**config.mk**
```make
export PLATFORM = sky130hd
export DESIGN_NAME = pipeline_hazard_ctrl
export DESIGN_NICKNAME = d
export VERILOG_FILES = /design/src/rtl/pipe_ctrl_pkg.sv /design/src/rtl/hazard_luse_detect.sv /design/src/rtl/pipeline_hazard_ctrl.sv
export SDC_FILE = /design/constraint.sdc
export NUM_CORES = 1
export LEC_CHECK = 0
export ABC_AREA = 1
export BUFFER_PORTS_ARGS = -buffer_cell sky130_fd_sc_hd__buf_2
export CAP_MARGIN = 5
export CORE_MARGIN = 1
export CORE_UTILIZATION = 30
export CTS_CLUSTER_DIAMETER = 30
export DETAILED_ROUTE_END_ITERATION = 8
export GPL_TIMING_DRIVEN = 1
export PLACE_DENSITY_LB_ADDON = 0.2
export SYNTH_ARGS = -nofsm -noshare
export SYNTH_HDL_FRONTEND = slang
export SYNTH_SLANG_ARGS = --single-unit
export TNS_END_PERCENT = 5
```
**constraint.sdc**
```tcl
create_clock -name clk -period 1.23 [get_ports clk]
set_input_delay 0.0615 -clock clk [delete_from_list [all_inputs] [get_ports clk]]
set_output_delay 0.0615 -clock clk [all_outputs]
set_load 0.02 [all_outputs]
```
**src/rtl/pipe_ctrl_pkg.sv**
```systemverilog
// Shared types for the pipeline stall/flush sequencer.
//   ctrl_state_e : sequencer state as reported on ctrl_state
//   stage_ctl_t  : 7-bit bundle of PC / pipeline-register enables and clears
//   REG_X0       : architectural zero register index
package pipe_ctrl_pkg;

  typedef enum logic [1:0] {
    ST_RUN        = 2'd0,
    ST_LOAD_STALL = 2'd1,
    ST_MEM_WAIT   = 2'd2
  } ctrl_state_e;

  localparam int unsigned REG_X0 = 0;

  typedef struct packed {
    logic pc_en;
    logic ifid_en;
    logic ifid_flush;
    logic idex_en;
    logic idex_flush;
    logic exmem_en;
    logic memwb_en;
  } stage_ctl_t;

endpackage

```
**src/rtl/hazard_luse_detect.sv**
```systemverilog
// Load-use hazard compare: flags when the ID instruction reads a register
// that the load currently in EX will write. x0 never hazards.
// Ports:
//   i_id_rs1/i_id_rs2         source registers of the ID instruction
//   i_id_uses_rs1/i_id_uses_rs2 source-valid qualifiers
//   i_ex_rd, i_ex_mem_read    destination and load flag of the EX instruction
//   o_luse                    hazard present
module hazard_luse_detect
  import pipe_ctrl_pkg::*;
#(
  parameter int unsigned RF_ADDR_W = 5
) (
  input  logic [RF_ADDR_W-1:0] i_id_rs1,
  input  logic [RF_ADDR_W-1:0] i_id_rs2,
  input  logic                 i_id_uses_rs1,
  input  logic                 i_id_uses_rs2,
  input  logic [RF_ADDR_W-1:0] i_ex_rd,
  input  logic                 i_ex_mem_read,
  output logic                 o_luse
);

  logic w_rd_nz;
  logic w_hit1;
  logic w_hit2;

  assign w_rd_nz = (i_ex_rd != RF_ADDR_W'(REG_X0));
  assign w_hit1  = i_id_uses_rs1 && (i_id_rs1 == i_ex_rd);
  assign w_hit2  = i_id_uses_rs2 && (i_id_rs2 == i_ex_rd);
  assign o_luse  = i_ex_mem_read && w_rd_nz && (w_hit1 || w_hit2);

endmodule

```
**src/rtl/pipeline_hazard_ctrl.sv**
```systemverilog
// Central stall/flush sequencer for the 5-stage RV32I pipeline.
// Drives PC and IF/ID, ID/EX, EX/MEM, MEM/WB enables and clears from
// load-use hazards, EX-resolved mispredicts and memory wait states, and
// tracks a wrong-path fetch still in flight (squash_pend).
// Ports:
//   clk, rst                     clock, synchronous active-high reset
//   id_*, ex_rd, ex_mem_read     load-use hazard inputs
//   ex_mispredict                redirect request from EX
//   imem_ready, mem_access, dmem_ready  memory handshakes
//   pc_en .. memwb_en            stage controls (combinational)
//   ctrl_state, squash_pend      registered sequencer status
// Optional: define HAZARD_PERF_CNT_EN to add saturating stall_cycles and
// flush_count outputs (CNT_W bits each).
module pipeline_hazard_ctrl
  import pipe_ctrl_pkg::*;
#(
  parameter int unsigned RF_ADDR_W = 5,
  parameter int unsigned CNT_W     = 16
) (
  input  logic                 clk,
  input  logic                 rst,
  input  logic [RF_ADDR_W-1:0] id_rs1,
  input  logic [RF_ADDR_W-1:0] id_rs2,
  input  logic                 id_uses_rs1,
  input  logic                 id_uses_rs2,
  input  logic [RF_ADDR_W-1:0] ex_rd,
  input  logic                 ex_mem_read,
  input  logic                 ex_mispredict,
  input  logic                 imem_ready,
  input  logic                 mem_access,
  input  logic                 dmem_ready,
  output logic                 pc_en,
  output logic                 ifid_en,
  output logic                 ifid_flush,
  output logic                 idex_en,
  output logic                 idex_flush,
  output logic                 exmem_en,
  output logic                 memwb_en,
  output logic [1:0]           ctrl_state,
  output logic                 squash_pend
`ifdef HAZARD_PERF_CNT_EN
  ,
  output logic [CNT_W-1:0]     stall_cycles,
  output logic [CNT_W-1:0]     flush_count
`endif
);

  ctrl_state_e r_state;
  logic        r_squash;
  ctrl_state_e w_next_state;
  logic        w_next_squash;
  stage_ctl_t  w_ctl;
  logic        w_luse;
  logic        w_dstall;

  hazard_luse_detect #(.RF_ADDR_W(RF_ADDR_W)) u_luse (
    .i_id_rs1      (id_rs1),
    .i_id_rs2      (id_rs2),
    .i_id_uses_rs1 (id_uses_rs1),
    .i_id_uses_rs2 (id_uses_rs2),
    .i_ex_rd       (ex_rd),
    .i_ex_mem_read (ex_mem_read),
    .o_luse        (w_luse)
  );

  assign w_dstall = mem_access && !dmem_ready;

  // Strict priority: reset, data stall, mispredict, squash, load-use, fetch wait.
  always_comb begin
    w_ctl         = '1;
    w_ctl.ifid_flush = 1'b0;
    w_ctl.idex_flush = 1'b0;
    w_next_state  = ST_RUN;
    w_next_squash = r_squash;
    if (rst) begin
      w_ctl            = '0;
      w_ctl.ifid_flush = 1'b1;
      w_ctl.idex_flush = 1'b1;
      w_next_squash    = 1'b0;
    end else if (w_dstall) begin
      // Whole pipe frozen; a mispredict in EX re-evaluates on release.
      w_ctl        = '0;
      w_next_state = ST_MEM_WAIT;
    end else if (ex_mispredict) begin
      w_ctl.ifid_flush = 1'b1;
      w_ctl.idex_flush = 1'b1;
      w_next_squash    = !imem_ready;
    end else if (r_squash) begin
      // PC holds the target; the wrong-path response is dropped on arrival.
      w_ctl.pc_en      = 1'b0;
      w_ctl.ifid_flush = 1'b1;
      if (imem_ready) w_next_squash = 1'b0;
    end else if (w_luse) begin
      w_ctl.pc_en      = 1'b0;
      w_ctl.ifid_en    = 1'b0;
      w_ctl.idex_flush = 1'b1;
      w_next_state     = ST_LOAD_STALL;
    end else if (!imem_ready) begin
      w_ctl.pc_en      = 1'b0;
      w_ctl.ifid_flush = 1'b1;
    end
  end

  always_ff @(posedge clk) begin
    if (rst) begin
      r_state  <= ST_RUN;
      r_squash <= 1'b0;
    end else begin
      r_state  <= w_next_state;
      r_squash <= w_next_squash;
    end
  end

  assign pc_en       = w_ctl.pc_en;
  assign ifid_en     = w_ctl.ifid_en;
  assign ifid_flush  = w_ctl.ifid_flush;
  assign idex_en     = w_ctl.idex_en;
  assign idex_flush  = w_ctl.idex_flush;
  assign exmem_en    = w_ctl.exmem_en;
  assign memwb_en    = w_ctl.memwb_en;
  assign ctrl_state  = r_state;
  assign squash_pend = r_squash;

`ifdef HAZARD_PERF_CNT_EN
  logic [CNT_W-1:0] r_stall_cnt;
  logic [CNT_W-1:0] r_flush_cnt;

  always_ff @(posedge clk) begin
    if (rst) begin
      r_stall_cnt <= '0;
      r_flush_cnt <= '0;
    end else begin
      if (!w_ctl.pc_en && (r_stall_cnt != '1))
        r_stall_cnt <= r_stall_cnt + 1'b1;
      if (ex_mispredict && !w_dstall && (r_flush_cnt != '1))
        r_flush_cnt <= r_flush_cnt + 1'b1;
    end
  end

  assign stall_cycles = r_stall_cnt;
  assign flush_count  = r_flush_cnt;
`endif

endmodule

```
; ---- Word level (Yosys, flattened, before mapping)
; Cells that the tools add are included.
; Widths: inputs -> output; s select.
[op_classes]
n_reduce_logical = 10
eq_ne = 2
n_mux = 24
[ops]
columns = cell, n
row1 = $mux 1, 19
row2 = $eq 5x5->1, 2
row3 = $mux 7, 1
row4 = $mux 2, 3
row5 = $logic_and 1x1->1, 5
row6 = $reduce_bool 5->1, 1
row7 = $reduce_or 4->1, 1
row8 = $mux 3, 1
row9 = $logic_not 1->1, 2
row10 = $logic_or 1x1->1, 1
[word_totals]
wordCells = 39
in_bits = 24
regBits = 3

; ---- Logic depth before layout (Yosys ltp)
[logic_depth]
depth_word = 9
depth_mapped = 9
ltp_nobuf = 9

; ---- Hierarchy
; Synthesis repeated with hierarchy kept, for this count alone.
[hier_totals]
cells_unflattened = 88
area_unflattened_um2 = 440.4
[modules_own_cells]
columns = mod, cells_each, area_per_inst_um2, seq_area_each_um2, n_inst
row1 = pipeline_hazard_ctrl, 34, 224.0, 60.1, 1
row2 = hazard_luse_detect, 54, 216.5, 0.0, 1

; ---- Least setup slack after synthesis
; Ideal clock, no wire load.
[synth_timing]
kind = input-to-output
startpoint = in mem_access
endpoint = out pc_en
path_buffers = 0
slack_ns = 0.153
cell_stages = 5
t_arrival_ns = 1.015
path_cell_list = inv_1 -> nor2_1 -> nor2_1 -> inv_1 -> a21oi_1
[synth_between]
elab_chain_len = 3
[synth_lines]
columns = element, line
row1 = from (decl), pipeline_hazard_ctrl.sv:30  ; input logic mem_access,
row2 = $logic_and 1x1->1, pipeline_hazard_ctrl.sv:66  ; assign w_dstall = mem_access && !dmem_ready;
row3 = $mux 3, pipeline_hazard_ctrl.sv:80  ; end else if (w_dstall) begin
row4 = $mux 7, pipeline_hazard_ctrl.sv:75  ; if (rst) begin
row5 = to (decl), pipeline_hazard_ctrl.sv:32  ; output logic pc_en,
; No other way between the ends.

; ---- Worst setup path in the final report
[layout_timing]
startpoint = reg r_squash (netlist: squash_pend)
endpoint = out ifid_en
[layout_between]
elab_chain_len = 4
[layout_lines]
columns = element, line
row1 = from (decl), pipeline_hazard_ctrl.sv:49  ; logic r_squash;
row2 = from (signal assigned), pipeline_hazard_ctrl.sv:110  ; r_squash <= w_next_squash;
row3 = $mux 1, pipeline_hazard_ctrl.sv:88  ; end else if (r_squash) begin
row4 = $mux 2, pipeline_hazard_ctrl.sv:84  ; end else if (ex_mispredict) begin
row5 = $mux 3, pipeline_hazard_ctrl.sv:80
row6 = $mux 7, pipeline_hazard_ctrl.sv:75
row7 = to (decl), pipeline_hazard_ctrl.sv:33  ; output logic ifid_en,
; No other way between the ends.

==> qor.csv <==
metric;value;unit
cts.path.max_buffers;2;
hpwl;838;um
wl_met3;44;um
worst_path_max_delay_cell;dfxtp_1;
clock_sinks;3;
grt_max_degree;6;
synth_area_leaders;nand2_1, inv_1, dfxtp_1;
rows;12;
p_per_area;751;nW/um^2
finalPower;449;uW
critical_path.endpoint;ifid_en;
place_ws;0.139;ns
setup_viol;0;
path_cells;inv_1, nand4_1, nand2_1, inv_1, buf_2;
grt_antenna_before_repair;0;
critPathTopFamily;flip-flops;
postRouteAntennaNets;0;
stdcell_count;134;
wl_per_cell;7.58;um
p_leak;0.417;nW
root_buffer;clkbuf_4;
drive_gt1_share;33.3;%
n_antenna_cell;0;
yosys.area_share.simple;52.6;%
r2r_setup_slack;0.48;ns
critical-path-max-stage-delay;0.39;ns
clock_skew;0.00127;ns
fin_crit;1.14;ns
core_area;1170;sq um
setup_tns;0;ns
synth-seq-cells;3;
grt_use_total;15.2;%
vdd_drop_max;0.000302;V
ios;34;
synth-xor-area-share;0;%
yosysWarnings;0;
dieArea;1490;sq um
finalWorstSetupSlack;0.0938;ns
synth_cells;85;
initial_core_util;34.3;%
reg2reg_from;squash_pend;
grt_pass1_wl;1640;um
seq_area_frac_synth;15.0;%
synth_top_flop_cell;dfxtp_1;
crit_path_start_kind;flip-flop;
clk_pin_slew;0.04;ns
yosysUniqueCellTypes;14;
dp_cells;130;
synth.area.mux_share;0;%
wl_met1;482;um
synth_top_area_share;29.9;%
drt_first_iter_violations;16;
syn_nets;109;
r2r-end;ctrl_state[0];
cpMostUsedCell;inv_1;
maxCapViolCount;0;
nNetsFinal;145;
relSlewSlack;83.2;%
hold_violations;0;
gp_congestion;0.800;
cts_setup_buffers;0;
nFillCells;146;
viasPerCell;4.22;
clk_latency;0.23;ns
path_class;flip-flop to primary output;
timing.hold.ws;0.0281;ns
outcome;finished, final reports clean;
met2_length;480;um
cp.buffers_inverters;3;
startpoint;squash_pend;
synth-async-reset-ratio;0;%
crit_path_end_kind;primary output;
dr.pass1.iters;4;
die_y;38.6;um
yosysMostFrequentCell;nand2_1;
crit_fanout;5;
synth-edff-count;0;
synth_top_family_by_area;simple AND/OR/NAND/NOR gates;
worst_pin_slew;0.251;ns
die_width;38.6;um
synth_top_cells_by_count;nand2_1, inv_1, nor2_1;
synth.avg_cell_area;4.73;sq um
vias;565;
numCtsBuffers;3;
top_layer;met4;
grt_pass1_vias;458;
synth_compound_area_share;9.03;%
htreeDepth;1;
synth_fa_ha_area_share;0;%
worstHoldStart;imem_ready;
syn_to_final_growth;48.9;%
cts_hold_buf;0;
io_buffer_count;33;
drc;0;
crit_cells;5;
cp_data_required_time;1.17;ns
drv_slew;0;
cts_tree;built;
timing.final.crit_share;92.4;%
rr_worst_depth;3;
cts_resized;0;
arrival;1.07;ns
rsz0062_at_grt;no;
fmaxAchievable;880;MHz
yosys.area.top_type;nand2_1;
grt_overflow;0;
netlist_area;402;sq um
worstHoldPathType;input port to flip-flop;
wl;1020;um
==> placed cells by master (no fill, tap or decap), drive strengths merged <==
cell | Yosys | final
inv | 21 | 21
o21ai | 1 | 1
a211oi | 1 | 1
nand2 | 33 | 33
dfxtp | 3 | 3
nand3 | 3 | 3
nand4 | 2 | 2
a21oi | 4 | 4
nor2 | 14 | 14
nor3 | 1 | 1
buf | 2 | 33
clkbuf | 0 | 4
==> layer usage <==
metal | track usage, % | vias up
met5 | 0 | -
met4 | 5.17 | 0
met3 | 1.73 | 2
met2 | 26.3 | 19
met1 | 19.1 | 226
li1 | - | 318
==> cell families after synthesis <==
logic type | count (synthesis)
AOI/OAI and AO/OA | 6
buffers and inverters | 23
DFF | 3
and+or+nand+nor | 53
==> worst register-to-register path, stage by stage, from the launching register on <==
cell     delay (ns)
dfxtp_1        0.39
inv_1          0.08
nand4_1        0.12
nor2_1         0.06
==> where the power goes <==
part	internal [mW]	switching, mW	total, mW	leakage [nW]
combinational	0.0710	0.101	0.172	0.377
clock	0.122	0.0516	0.173	0.0150
sequential	0.101	0.00284	0.104	0.0245
==> final cells by class <==
| type | count | area (sq um) | share of cell area (%) |
|---|---|---|---|
| clock buffer | 4 | 26.3 | 4.39 |
| inverter | 21 | 78.8 | 13.2 |
| multi-input combinational | 59 | 248 | 41.4 |
| sequential | 3 | 60.1 | 10.0 |
| tap | 14 | 17.5 | 2.93 |
| timing repair buffer | 33 | 168 | 28.0 |
==> worst min-delay path by stage <==
stage / slack (ns) / endpoint / depth (start not counted)
finish: 0.03 / squash_pend / 2
CTS: 0.02 / squash_pend / 2
global route: 0.03 / squash_pend / 2
floorplan: 0.14 / squash_pend / 1
global placement: 0.27 / squash_pend / 2
detailed placement: 0.27 / squash_pend / 2
==> state kept, by name (all words and copies together) (netlist names) <==
name	count
ctrl_state	2
squash_pend	1
==> through the flow <==
| stage | util [%] | cell area [sq um] |
|---|---|---|
| finish | 51.1 | 598 |
| global route | 51.1 | 598 |
| CTS | 50.9 | 596 |
| detailed placement | 48.6 | 569 |
| global placement | 48.6 | 569 |
| floorplan | - | 402 |
No activity file was read; power rests on OpenSTA's default activity.
